[src/rtl/core_pkg.sv]
// Shared Mini-core definitions: datapath width, op and state encodings,
// and bit positions inside the {Z, N, C, V} flag word.
package core_pkg;

  localparam int unsigned DATA_W  = 8;
  localparam int unsigned FLAGS_W = 4;

  localparam int unsigned FLG_Z = 3;
  localparam int unsigned FLG_N = 2;
  localparam int unsigned FLG_C = 1;
  localparam int unsigned FLG_V = 0;

  typedef enum logic [1:0] {
    OP_LOAD = 2'b00,
    OP_ADD  = 2'b01,
    OP_SUB  = 2'b10,
    OP_CLR  = 2'b11
  } op_e;

  typedef enum logic [1:0] {
    S_IDLE = 2'b00,
    S_EXEC = 2'b01,
    S_RESP = 2'b10
  } state_e;

endpackage

[src/rtl/ADD_SUB.sv]
// ADD_SUB: combinational adder/subtractor, result truncated to WIDTH bits.
// Ports: in1, in2 operands; add_or_sub 0 = add, 1 = subtract; out result.
module ADD_SUB #(
  parameter int unsigned WIDTH = 8
) (
  input  logic [WIDTH-1:0] in1,
  input  logic [WIDTH-1:0] in2,
  input  logic             add_or_sub,
  output logic [WIDTH-1:0] out
);

  assign out = add_or_sub ? (in1 - in2) : (in1 + in2);

endmodule

[src/rtl/acc_stage.sv]
// acc_stage: 8-bit accumulator behind ADD_SUB with request/response
// valid/ready handshakes. One operation occupies IDLE, EXEC, RESP.
// Ports:
//   clk, rst            clock, synchronous active-high reset
//   in_valid/in_ready   request handshake carrying op and operand
//   op, operand         00 LOAD, 01 ADD, 10 SUB, 11 CLR; second operand
//   out_valid/out_ready response handshake
//   acc, flags          accumulator and {Z, N, C, V}
module acc_stage
  import core_pkg::*;
#(
  parameter int unsigned WIDTH = 8
) (
  input  logic               clk,
  input  logic               rst,
  input  logic               in_valid,
  output logic               in_ready,
  input  logic [1:0]         op,
  input  logic [WIDTH-1:0]   operand,
  output logic               out_valid,
  input  logic               out_ready,
  output logic [WIDTH-1:0]   acc,
  output logic [FLAGS_W-1:0] flags
);

  state_e             state_q, state_d;
  op_e                op_q, op_d;
  logic [WIDTH-1:0]   opnd_q, opnd_d;
  logic [WIDTH-1:0]   acc_q, acc_d;
  logic [FLAGS_W-1:0] flags_q, flags_d;
  logic               in_ready_q, in_ready_d;
  logic               out_valid_q, out_valid_d;

  logic [WIDTH-1:0]   as_out;
  logic [WIDTH-1:0]   res;
  logic [FLAGS_W-1:0] res_flags;

  ADD_SUB #(.WIDTH(WIDTH)) u_add_sub (
    .in1        (acc_q),
    .in2        (opnd_q),
    .add_or_sub (op_q == OP_SUB),
    .out        (as_out)
  );

  // Result and flags for the captured op; C/V derived here since ADD_SUB
  // only returns the truncated sum. Add carries out iff the sum wrapped
  // below the old accumulator.
  always_comb begin
    res       = '0;
    res_flags = '0;
    case (op_q)
      OP_LOAD: res = opnd_q;
      OP_ADD: begin
        res              = as_out;
        res_flags[FLG_C] = (as_out < acc_q);
        res_flags[FLG_V] = (acc_q[WIDTH-1] == opnd_q[WIDTH-1]) &&
                           (as_out[WIDTH-1] != acc_q[WIDTH-1]);
      end
      OP_SUB: begin
        res              = as_out;
        res_flags[FLG_C] = (acc_q < opnd_q);
        res_flags[FLG_V] = (acc_q[WIDTH-1] != opnd_q[WIDTH-1]) &&
                           (as_out[WIDTH-1] != acc_q[WIDTH-1]);
      end
      default: res = '0;
    endcase
    res_flags[FLG_Z] = (res == '0);
    res_flags[FLG_N] = res[WIDTH-1];
  end

  // Next-state and registered-output logic.
  always_comb begin
    state_d = state_q;
    op_d    = op_q;
    opnd_d  = opnd_q;
    acc_d   = acc_q;
    flags_d = flags_q;
    case (state_q)
      S_IDLE: begin
        if (in_valid) begin
          state_d = S_EXEC;
          op_d    = op_e'(op);
          opnd_d  = operand;
        end
      end
      S_EXEC: begin
        state_d = S_RESP;
        acc_d   = res;
        flags_d = res_flags;
      end
      S_RESP: begin
        if (out_ready) state_d = S_IDLE;
      end
      default: state_d = S_IDLE;
    endcase
    in_ready_d  = (state_d == S_IDLE);
    out_valid_d = (state_d == S_RESP);
  end

  // State register.
  always_ff @(posedge clk) begin
    if (rst) begin
      state_q     <= S_IDLE;
      op_q        <= OP_LOAD;
      opnd_q      <= '0;
      acc_q       <= '0;
      flags_q     <= '0;
      in_ready_q  <= 1'b1;
      out_valid_q <= 1'b0;
    end else begin
      state_q     <= state_d;
      op_q        <= op_d;
      opnd_q      <= opnd_d;
      acc_q       <= acc_d;
      flags_q     <= flags_d;
      in_ready_q  <= in_ready_d;
      out_valid_q <= out_valid_d;
    end
  end

  assign acc       = acc_q;
  assign flags     = flags_q;
  assign in_ready  = in_ready_q;
  assign out_valid = out_valid_q;

endmodule

[config.mk]
export PLATFORM = sky130hd
export DESIGN_NAME = acc_stage
export DESIGN_NICKNAME = d
export VERILOG_FILES = /design/src/rtl/core_pkg.sv /design/src/rtl/ADD_SUB.sv /design/src/rtl/acc_stage.sv
export SDC_FILE = /design/constraint.sdc
export NUM_CORES = 1
export LEC_CHECK = 0
export CAP_MARGIN = 20
export CORE_MARGIN = 2
export CORE_UTILIZATION = 45
export DETAILED_ROUTE_END_ITERATION = 16
export PLACE_DENSITY_LB_ADDON = 0.3
export SLEW_MARGIN = 40
export SYNTH_ARGS = -nofsm -noshare
export SYNTH_HDL_FRONTEND = slang
export SYNTH_SLANG_ARGS = --single-unit
export TNS_END_PERCENT = 5
[constraint.sdc]
create_clock -name clk -period 2.45 [get_ports clk]
set_clock_uncertainty 0.1 [all_clocks]
set_input_delay 0.49 -clock clk [delete_from_list [all_inputs] [get_ports clk]]
set_output_delay 0.49 -clock clk [all_outputs]
set_load 0.05 [all_outputs]
==> impl_metrics.ini <==
[die]
core_sq_um = 4290
fp-row-count = 24
dieArea_sq_um = 4920
dieWidth_um = 70.1
die_y_um = 70.1
start_util = 0.458
io_pins = 28

[sta]
finalWorstSetupSlack_ns = -0.148
slew_headroom = 0.665
tightestPinTransition_ns = 0.500
rsz0062_at_grt = yes
report.final.slew_viol_count = 0
whs_ns = 0.370
fin_crit_ns = 2.60
setup_violations = 3
clock.fmax_ghz = 0.385
period_share = 1.06
setup_tns_ns = -0.216
hold_viol = 0

[pwr]
power_density_nw_per_um2 = 425
p_leak_uw = 0.00122
power_switching_uw = 434
power_frac_comb = 0.428
ir_drop_mv = 0.346
p_sw_frac = 0.353
p_seq_frac = 0.362
total_power_uw = 1230
clkPwrFrac = 0.210
p_int_uw = 795

[synth]
syn_inst = 245
ys_ff_latch = 25
synth_area_leaders = dfxtp_1, ha_1, a21oi_1
post-synth-top-count-cell = nand2_1
postSynthAreaPerCell_sq_um = 8.03
synth-edff-count = 0
async_reset_ff_frac = 0
yosysTopAreaCell = dfxtp_1
ys_warn_count = 0
ys_top_cells_by_count = nand2_1, ha_1, dfxtp_1
yosysTopAreaCellShare = 0.254
synthFlopType = dfxtp_1
syn_nets = 287
ys_seq_area_frac = 0.254
netlist-cell-type-count = 48
synth_area_sq_um = 1970

[layout]
layout-drive-gt1-share = 0.324
fin_cells = 373
area_growth_pct = 47.2
stdcell_area_sq_um = 2900
nets = 364
antenna_cells = 0
fillerInstances = 342

[routing]
met3WireLength_um = 211
wirelength_um = 5130
first_iter_violations = 83
drc = 0
wirelength_met1_um = 2490
vias = 1956
wl_per_cell_um = 13.7
via_per_inst = 5.24
dr_wl_met2_um = 2360
ant_nets = 0
dr.pass1.iters = 4
top_layer = met4

[place]
dp_hpwl_um = 3910
placedCellCount = 363
io_buffers = 27
gp_congestion = 0.847
dpl_cell_area_sq_um = 2700

[global_route]
grt-ovfl-total = 0
grt_pass1_vias = 1857
grt_start_max_net_pins = 23
grt_pass1_wl_um = 8800
grt_usage = 0.222
antenna_found_initial = 0

[cts]
htreeDepth = 1
insertion_delay_ns = 0.28
path_clk_slew_ns = 0.09
clockBufferDepth = 2
clock_sinks = 25
numCtsBuffers = 3
root_buffer = clkbuf_8
tritoncts = yes
hold_buffers = 0

[setup_path]
crit_chain = ha_4, nand2b_4, nor2b_4, o41ai_4, nor3b_2, o21ai_1, xor2_1, ha_1, nand3_1, a221o_1
critPathArrivalTime_ns = 2.67
worstSetupPathType = reg -> reg
cpPeakStageDelay_ns = 0.37
crit_family = compound AO/OA/AOI/OAI gates
crit_required_ns = 2.52
critPathMaxFanout = 3
reg2reg_setup_slack_ns = -0.15
critPathSlowestCell = dfxtp_4
worst-path-buf-inv = 0
endpoint_kind = register
cp-start-kind = register

[status]
status = finished, violations left
violations = negative setup slack

[hold_path]
holdCritPathClass = reg -> reg

[job]
maxCapViolCount = 0
==> timing repair <==
| action | CTS | global route |
|---|---|---|
| pin swaps | 11 | 1 |
| gates resized for setup | 21 | 3 |
| endpoints found under the hold margin | 0 | 0 |
| buffers inserted | 6 | 0 |
| endpoints found under the setup margin | 4 | 4 |
| cloned | 0 | 0 |
==> worst reg2reg max path, cell delays in order, from the launching register on <==
cell	delay, ns
dfxtp_4	0.37
ha_4	0.23
nand2b_4	0.14
nor2b_4	0.13
o41ai_4	0.26
nor3b_2	0.26
o21ai_1	0.12
xor2_1	0.18
ha_1	0.35
nand3_1	0.09
a221o_1	0.28
==> state kept, by name, indices dropped and copies added, names as in the netlist <==
register	cells
opnd_q	8
state_q	2
in_ready	1
op_q	2
out_valid	1
flags	4
acc	7
==> layer usage <==
layer	global-route usage	up-vias
met1	0.318	896
li1	-	1010
met4	0.0641	0
met5	0	-
met2	0.357	45
met3	0.0188	5
==> layout make-up <==
| cell class | instances | area, sq um | share of cell area |
|---|---|---|---|
| flip-flops and latches | 25 | 523 | 0.181 |
| well taps | 52 | 65.1 | 0.0225 |
| inverters | 25 | 93.8 | 0.0324 |
| clock inverters | 1 | 6.26 | 0.00216 |
| clock buffers | 3 | 41.3 | 0.0143 |
| repair buffers | 84 | 706 | 0.244 |
| multi-input cells | 183 | 1460 | 0.505 |
==> through the flow <==
stage,util,setup slack [ns]
floorplan,-,-0.191
global placement,0.629,-0.230
detailed placement,0.629,-0.308
CTS,0.670,-0.115
global route,0.675,-0.318
finish,0.675,-0.148
==> path summary, 6_finish.rpt <==
| kind | start | to | cells past startpoint |
|---|---|---|---|
| max | acc[1] | flags[1] | 10 |
| min | flags[0] | flags[0] | 2 |
| max reg2reg | acc[1] | flags[1] | 10 |
| min reg2reg | flags[0] | flags[0] | 2 |
==> cell families after synthesis <==
logic type      synth area share
simple gates               0.201
compound gates             0.236
buf+inv                   0.0763
fa+ha+maj                  0.186
flops                      0.254
xor+xnor                  0.0267
mux                       0.0203
==> power by group through the flow <==
stage | registers (uW) | logic [uW] | clock network [uW]
after floorplan | 488 | 259 | 0
after global placement | 451 | 478 | 0
after detailed placement | 452 | 485 | 0
after CTS | 444 | 517 | 262
after global routing | 449 | 576 | 282
final | 445 | 526 | 258
==> cell usage in the layout, fill, tap and decap left out, drive strengths merged, types with 4 or more instances in the layout <==
cell type,Yosys,layout
a211oi,4,4
a21oi,24,24
a221oi,4,4
a22oi,7,7
buf,5,57
clkdlybuf4s50,0,27
dfxtp,25,25
ha,26,26
inv,25,26
mux2i,4,4
nand2,29,29
nand2b,4,4
nand3,4,4
nor2,23,23
nor2b,6,6
nor3,4,4
o21ai,7,7
xnor2,5,5
(Power assumes the default switching activity.)
